==> config.mk <==
export PLATFORM = sky130hd
export DESIGN_NAME = qtable_best_hop_select_flat
export DESIGN_NICKNAME = d
export VERILOG_FILES = /design/src/rtl/qtable_best_hop_select_if.sv /design/src/rtl/qtable_best_hop_select.sv /design/src/flat_wrapper.sv
export SDC_FILE = /design/constraint.sdc
export NUM_CORES = 1
export LEC_CHECK = 0
export ABC_AREA = 1
export BUFFER_PORTS_ARGS = -buffer_cell sky130_fd_sc_hd__buf_4
export CAP_MARGIN = 20
export CORE_ASPECT_RATIO = 1.25
export CORE_MARGIN = 2
export CORE_UTILIZATION = 45
export DETAILED_ROUTE_END_ITERATION = 10
export GPL_ROUTABILITY_DRIVEN = 0
export GPL_TIMING_DRIVEN = 0
export PLACE_DENSITY = 0.7
export SLEW_MARGIN = 15
export SYNTH_ARGS = -nofsm -noshare
export SYNTH_HDL_FRONTEND = slang
export SYNTH_SLANG_ARGS = --single-unit
==> constraint.sdc <==
create_clock -name clk -period 3.3 [get_ports clk]
set_input_delay 0.66 -clock clk [delete_from_list [all_inputs] [get_ports clk]]
set_output_delay 0.66 -clock clk [all_outputs]
set_load 0.1 [all_outputs]
==> src/rtl/qtable_best_hop_select_if.sv <==
// qtable_best_hop_select_if: start/table-read/result bundle between the hop selector and its controller
// Ports carried (directions given for the slave, i.e. the selector):
//   en             in   start pulse
//   neighborCount  in   number of valid table entries
//   mSourceID      in   neighbor ID read data
//   mSourceHops    in   neighbor hop-count read data
//   mClusterID     in   neighbor cluster-ID read data
//   mQValue        in   neighbor Q-value read data
//   rd_index       out  table read address
//   bestID         out  selected neighbor ID
//   bestHops       out  selected neighbor hops
//   bestClusterID  out  selected neighbor cluster ID
//   bestQValue     out  selected neighbor Q-value
//   found          out  a valid neighbor was selected
//   busy           out  scan in progress
//   done           out  one-cycle completion pulse
interface qtable_best_hop_select_if #(
    parameter int WORD_WIDTH = 16
);
    logic                  en;
    logic [WORD_WIDTH-1:0] neighborCount;
    logic [WORD_WIDTH-1:0] mSourceID;
    logic [WORD_WIDTH-1:0] mSourceHops;
    logic [WORD_WIDTH-1:0] mClusterID;
    logic [WORD_WIDTH-1:0] mQValue;
    logic [WORD_WIDTH-1:0] rd_index;
    logic [WORD_WIDTH-1:0] bestID;
    logic [WORD_WIDTH-1:0] bestHops;
    logic [WORD_WIDTH-1:0] bestClusterID;
    logic [WORD_WIDTH-1:0] bestQValue;
    logic                  found;
    logic                  busy;
    logic                  done;
    modport master (
        output en, neighborCount, mSourceID, mSourceHops, mClusterID, mQValue,
        input  rd_index, bestID, bestHops, bestClusterID, bestQValue, found, busy, done
    );
    modport slave (
        input  en, neighborCount, mSourceID, mSourceHops, mClusterID, mQValue,
        output rd_index, bestID, bestHops, bestClusterID, bestQValue, found, busy, done
    );
endinterface

==> src/rtl/qtable_best_hop_select.sv <==
// qtable_best_hop_select: scans neighbor table entries and returns the highest-Q neighbor as next hop
// Ports:
//   clk   in  rising-edge clock
//   nrst  in  synchronous active-low reset
//   bus   slave modport of qtable_best_hop_select_if (start, table read port, result)
module qtable_best_hop_select #(
    parameter int WORD_WIDTH    = 16,
    parameter int MAX_NEIGHBORS = 32,
    parameter int READ_LATENCY  = 1
) (
    input logic                     clk,
    input logic                     nrst,
    qtable_best_hop_select_if.slave bus
);
    if (READ_LATENCY != 1) begin : g_bad_latency
        $error("qtable_best_hop_select supports READ_LATENCY=1 only");
    end
    localparam logic [1:0] IDLE  = 2'd0;
    localparam logic [1:0] SCAN  = 2'd1;
    localparam logic [1:0] DRAIN = 2'd2;
    localparam logic [1:0] DONE  = 2'd3;
    localparam logic [WORD_WIDTH-1:0] MAX_N = WORD_WIDTH'(MAX_NEIGHBORS);
    logic [1:0]            state_q, state_d;
    logic [WORD_WIDTH-1:0] n_q, n_d;
    logic [WORD_WIDTH-1:0] rd_index_q, rd_index_d;
    logic                  cmp_valid_q, cmp_valid_d;
    logic [WORD_WIDTH-1:0] best_id_q, best_id_d;
    logic [WORD_WIDTH-1:0] best_hops_q, best_hops_d;
    logic [WORD_WIDTH-1:0] best_clu_q, best_clu_d;
    logic [WORD_WIDTH-1:0] best_qv_q, best_qv_d;
    logic                  found_q, found_d;
    logic [WORD_WIDTH-1:0] n_clamped;
    logic [WORD_WIDTH-1:0] next_idx;
    logic                  take;
    assign n_clamped = bus.neighborCount > MAX_N ? MAX_N : bus.neighborCount;
    assign next_idx  = rd_index_q + 1'b1;
    // Read data is valid the cycle after an address was issued in SCAN; ID 0 marks an empty slot.
    assign take = cmp_valid_q && bus.mSourceID != '0 &&
                  (!found_q || bus.mQValue > best_qv_q ||
                   (bus.mQValue == best_qv_q && bus.mSourceHops < best_hops_q));
    always_comb begin
        state_d     = state_q;
        n_d         = n_q;
        rd_index_d  = rd_index_q;
        cmp_valid_d = state_q == SCAN;
        best_id_d   = take ? bus.mSourceID   : best_id_q;
        best_hops_d = take ? bus.mSourceHops : best_hops_q;
        best_clu_d  = take ? bus.mClusterID  : best_clu_q;
        best_qv_d   = take ? bus.mQValue     : best_qv_q;
        found_d     = take | found_q;
        case (state_q)
            IDLE: if (bus.en) begin
                n_d         = n_clamped;
                rd_index_d  = n_clamped == '0 ? rd_index_q : '0;
                state_d     = n_clamped == '0 ? DONE : SCAN;
                best_id_d   = '0;
                best_hops_d = '0;
                best_clu_d  = '0;
                best_qv_d   = '0;
                found_d     = 1'b0;
            end
            SCAN: begin
                state_d    = next_idx == n_q ? DRAIN : SCAN;
                rd_index_d = next_idx == n_q ? rd_index_q : next_idx;
            end
            DRAIN:   state_d = DONE;
            default: state_d = IDLE;
        endcase
    end
    always_ff @(posedge clk) begin
        if (!nrst) begin
            state_q     <= IDLE;
            n_q         <= '0;
            rd_index_q  <= '0;
            cmp_valid_q <= 1'b0;
            best_id_q   <= '0;
            best_hops_q <= '0;
            best_clu_q  <= '0;
            best_qv_q   <= '0;
            found_q     <= 1'b0;
        end else begin
            state_q     <= state_d;
            n_q         <= n_d;
            rd_index_q  <= rd_index_d;
            cmp_valid_q <= cmp_valid_d;
            best_id_q   <= best_id_d;
            best_hops_q <= best_hops_d;
            best_clu_q  <= best_clu_d;
            best_qv_q   <= best_qv_d;
            found_q     <= found_d;
        end
    end
    assign bus.rd_index      = rd_index_q;
    assign bus.bestID        = best_id_q;
    assign bus.bestHops      = best_hops_q;
    assign bus.bestClusterID = best_clu_q;
    assign bus.bestQValue    = best_qv_q;
    assign bus.found         = found_q;
    assign bus.busy          = state_q != IDLE;
    assign bus.done          = state_q == DONE;
endmodule
==> src/flat_wrapper.sv <==
// flat-port wrapper written by rule: the top's interface ports become plain ports
module qtable_best_hop_select_flat 
#(
    parameter int WORD_WIDTH    = 16,
    parameter int MAX_NEIGHBORS = 32,
    parameter int READ_LATENCY  = 1
)
  (clk, nrst, bus_en, bus_neighborCount, bus_mSourceID, bus_mSourceHops, bus_mClusterID, bus_mQValue, bus_rd_index, bus_bestID, bus_bestHops, bus_bestClusterID, bus_bestQValue, bus_found, bus_busy, bus_done);
  qtable_best_hop_select_if #(.WORD_WIDTH(WORD_WIDTH)) bus_i ();
  input logic clk;
  input logic nrst;
  input wire logic [$bits(bus_i.en)-1:0] bus_en;
  input wire logic [$bits(bus_i.neighborCount)-1:0] bus_neighborCount;
  input wire logic [$bits(bus_i.mSourceID)-1:0] bus_mSourceID;
  input wire logic [$bits(bus_i.mSourceHops)-1:0] bus_mSourceHops;
  input wire logic [$bits(bus_i.mClusterID)-1:0] bus_mClusterID;
  input wire logic [$bits(bus_i.mQValue)-1:0] bus_mQValue;
  output wire logic [$bits(bus_i.rd_index)-1:0] bus_rd_index;
  output wire logic [$bits(bus_i.bestID)-1:0] bus_bestID;
  output wire logic [$bits(bus_i.bestHops)-1:0] bus_bestHops;
  output wire logic [$bits(bus_i.bestClusterID)-1:0] bus_bestClusterID;
  output wire logic [$bits(bus_i.bestQValue)-1:0] bus_bestQValue;
  output wire logic [$bits(bus_i.found)-1:0] bus_found;
  output wire logic [$bits(bus_i.busy)-1:0] bus_busy;
  output wire logic [$bits(bus_i.done)-1:0] bus_done;
  assign bus_i.en = bus_en;
  assign bus_i.neighborCount = bus_neighborCount;
  assign bus_i.mSourceID = bus_mSourceID;
  assign bus_i.mSourceHops = bus_mSourceHops;
  assign bus_i.mClusterID = bus_mClusterID;
  assign bus_i.mQValue = bus_mQValue;
  assign bus_rd_index = bus_i.rd_index;
  assign bus_bestID = bus_i.bestID;
  assign bus_bestHops = bus_i.bestHops;
  assign bus_bestClusterID = bus_i.bestClusterID;
  assign bus_bestQValue = bus_i.bestQValue;
  assign bus_found = bus_i.found;
  assign bus_busy = bus_i.busy;
  assign bus_done = bus_i.done;
  qtable_best_hop_select #(.WORD_WIDTH(WORD_WIDTH), .MAX_NEIGHBORS(MAX_NEIGHBORS), .READ_LATENCY(READ_LATENCY)) u_core (.clk(clk), .nrst(nrst), .bus(bus_i));
endmodule
==> results.yml <==
run_status:
  outcome: "complete, no violations"
floorplan:
  rows: 45
  core_area_um2: 12160
  floorplan.die.height_um: 128.8
  die_w_um: 103.9
  die_area_um2: 13380
  initial_utilization: 0.4612
  num_io_pins: 166
place:
  place.port_buffers: 164
  place_area_um2: 7046
  place_inst: 1202
  place_hpwl_um: 12010
synth:
  synth-seq-cells: 100
  avgSynthCellArea_um2: 6.418
  synth_nets: 989
  yosys_most_used_dff: "dfxtp_1"
  synth_edf_count: 0
  synthCells: 874
  async_flop_share: 0
  synth_cell_types: 34
  yosysWarnings: 0
  ys_seq_area_frac: 0.3569
  syn_area_um2: 5609
layout:
  final_nets: 1164
  nFillCells: 1248
  seqCellArea_um2: 2002
  fin_area_um2: 7362
  drive_gt1_frac: 0.1954
  antenna_cells: 0
  final_cells: 1218
  multi_input_area_um2: 3003
  area_growth_pct: 31.25
clock_tree:
  cts_resized: 0
  clkTransAtPathRegs_ps: 70
  clk_latency_ps: 340
  cts_tree: "built"
  ctsLongestPathBuffers: 2
  cts_max_level: 3
  cts_setup_buffers: 0
  cts_sinks: 100
  cts_buffers: 9
  hold_buffers: 0
  clockRootBuffer: "clkbuf_16"
sta:
  final.min_clock_period_ps: 2649
  period_share: 0.8029
  rsz0062_at_grt: "false"
  slew_headroom: 0.3279
  hold_viol_final: 0
  drv_slew: 0
  finalSetupViolCount: 0
  max_freq_mhz: 377.4
  setup_tns_ps: 0
  finClkSkew_ps: 7.409
  worst_pin_slew_ps: 995.0
flow_run:
  maxCapViolations: 0
routing:
  ant_nets: 0
  routedWlPerCell_um: 12.70
  dr_total_vias: 5785
  drt-initial-drc-count: 272
  wl_um: 15470
  drc: 0
  viasPerCell: 4.750
  drtPass1Iterations: 5
grt:
  grt.total_usage: 0.2335
  overflow: 0
  grt_pass1_wl_um: 25350
  grt_max_degree: 17
  grt_pass1_vias: 5311
  antenna_found_initial: 0
worst_setup_path:
  path_class: "primary input to register"
  critical_path_required_ps: 3570
  cp-start-kind: "primary input"
  worstPathArrival_ps: 2920
  cp-end-kind: "register"
  crit_fanout: 10
hold_path:
  hold_class: "register to register"
pwr:
  vdd_drop_max_uv: 244.7
  power.density_nw_per_um2: 462.8
  power_mw: 3.407
  power.leakage_nw: 3.792
cell usage after synthesis, types with 3 or more instances:
cell type / count / area [µm²]
nand2_1: 246 / 923.4
nor2_1: 197 / 739.5
inv_1: 121 / 454.2
dfxtp_1: 100 / 2002
nand3_1: 44 / 220.2
ha_1: 32 / 400.4
nand4_1: 24 / 150.1
nand3b_1: 17 / 127.6
clkbuf_1: 16 / 60.06
a21oi_1: 15 / 75.07
o21ai_0: 10 / 50.05
buf_2: 9 / 45.04
o22ai_1: 5 / 31.28
nor3_1: 4 / 20.02
nor4_1: 4 / 25.02
inv_2: 3 / 11.26
nor2_2: 3 / 18.77
nor2_4: 3 / 33.78
sequential cells by signal (all words and copies together) (netlist names):
| register | flops |
|---|---|
| u_core.state_q | 2 |
| u_core.cmp_valid_q | 1 |
| u_core.bus.bestClusterID | 16 |
| u_core.bus.bestID | 16 |
| u_core.n_q | 16 |
| u_core.bus.bestHops | 16 |
| u_core.bus.found | 1 |
| u_core.bus.rd_index | 16 |
| u_core.bus.bestQValue | 16 |
metal layers:
layer  GRT usage  up-vias  share of wire
met3     0.04306       28          0.053
li1            -     3054              -
met4     0.08665        0          0.024
met5           0        -              0
met1      0.2794     2539           0.43
met2      0.4191      164           0.50
power by group:
group	switching (mW)	total (mW)	leakage, nW	internal [mW]
clock	0.479	1.15	0.157	0.667
sequential	0.0465	1.31	0.815	1.26
combinational	0.686	0.952	2.82	0.266
total	1.21	3.41	3.79	2.20
layout make-up:
| cell class | instances | area share |
|---|---|---|
| multi-input cells | 620 | 0.4079 |
| flip-flops and latches | 100 | 0.2719 |
| repair buffers | 164 | 0.1672 |
| inverters | 126 | 0.06424 |
| clock buffers | 10 | 0.03110 |
| well taps | 164 | 0.02787 |
| plain buffers | 28 | 0.01785 |
| clock inverters | 6 | 0.01190 |
worst paths after layout:
path                                                start                     to  slack (ps)  depth (start not counted)
worst max-delay path                      bus_mQValue[15]  u_core.bus.bestID[12]         650                         14
worst min register to register              u_core.n_q[9]          u_core.n_q[9]         450                          2
worst min-delay path                        u_core.n_q[9]          u_core.n_q[9]         450                          2
worst max register to register  u_core.bus.bestQValue[15]  u_core.bus.bestID[12]         680                         14
placed cells by master, fill, tap and decap left out, types with 2 or more instances in the layout:
cell | synthesis | routed
a21oi_1 | 15 | 15
a21boi_0 | 2 | 2
inv_2 | 3 | 3
o22ai_1 | 5 | 5
clkbuf_16 | 0 | 9
nand3_1 | 44 | 44
nor2_2 | 3 | 3
inv_1 | 121 | 121
nand3b_1 | 17 | 17
nand4_1 | 24 | 24
nor4_1 | 4 | 4
buf_2 | 9 | 9
xor2_1 | 2 | 2
nand3_4 | 2 | 2
clkinv_1 | 2 | 2
dfxtp_1 | 100 | 100
nor2_4 | 3 | 3
bufinv_16 | 0 | 2
clkinv_2 | 0 | 2
ha_1 | 32 | 32
nor2_1 | 197 | 197
buf_6 | 2 | 2
clkbuf_1 | 16 | 17
buf_4 | 0 | 164
nor3_1 | 4 | 4
o21ai_0 | 10 | 10
nand2_1 | 246 | 246
critical path, cell delays in order:
cell,delay [ps]
buf_4,120
ha_1,310
nand4_1,130
nor2_1,160
nand4_1,190
nor3_1,180
nand2_1,130
nand3_2,190
nand2_1,140
buf_2,270
buf_2,210
nand2_1,80
nand2_1,50
nor2_1,110
cell families after synthesis:
logic type,count (synthesis),share of synthesized area
simple gates,547,0.4138
buf+inv,154,0.1077
flops,100,0.3569
xor+xnor,4,0.01138
fa+ha+maj,32,0.07138
compound gates,37,0.03881
per-stage QoR:
| step | utilization | hold WS [ps] | worst slack (ps) |
|---|---|---|---|
| 6_report | 0.6054 | 450.7 | 650.5 |
| 5_1_grt | 0.6054 | 464.7 | 304.0 |
| 4_1_cts | 0.6054 | 453.5 | 563.9 |
| 3_5_place_dp | 0.5793 | 443.1 | 208.9 |
| 3_3_place_gp | 0.5793 | 438.8 | 266.7 |
| 2_1_floorplan | - | 417.8 | 480.0 |
No activity file was read; power rests on OpenSTA's default activity.
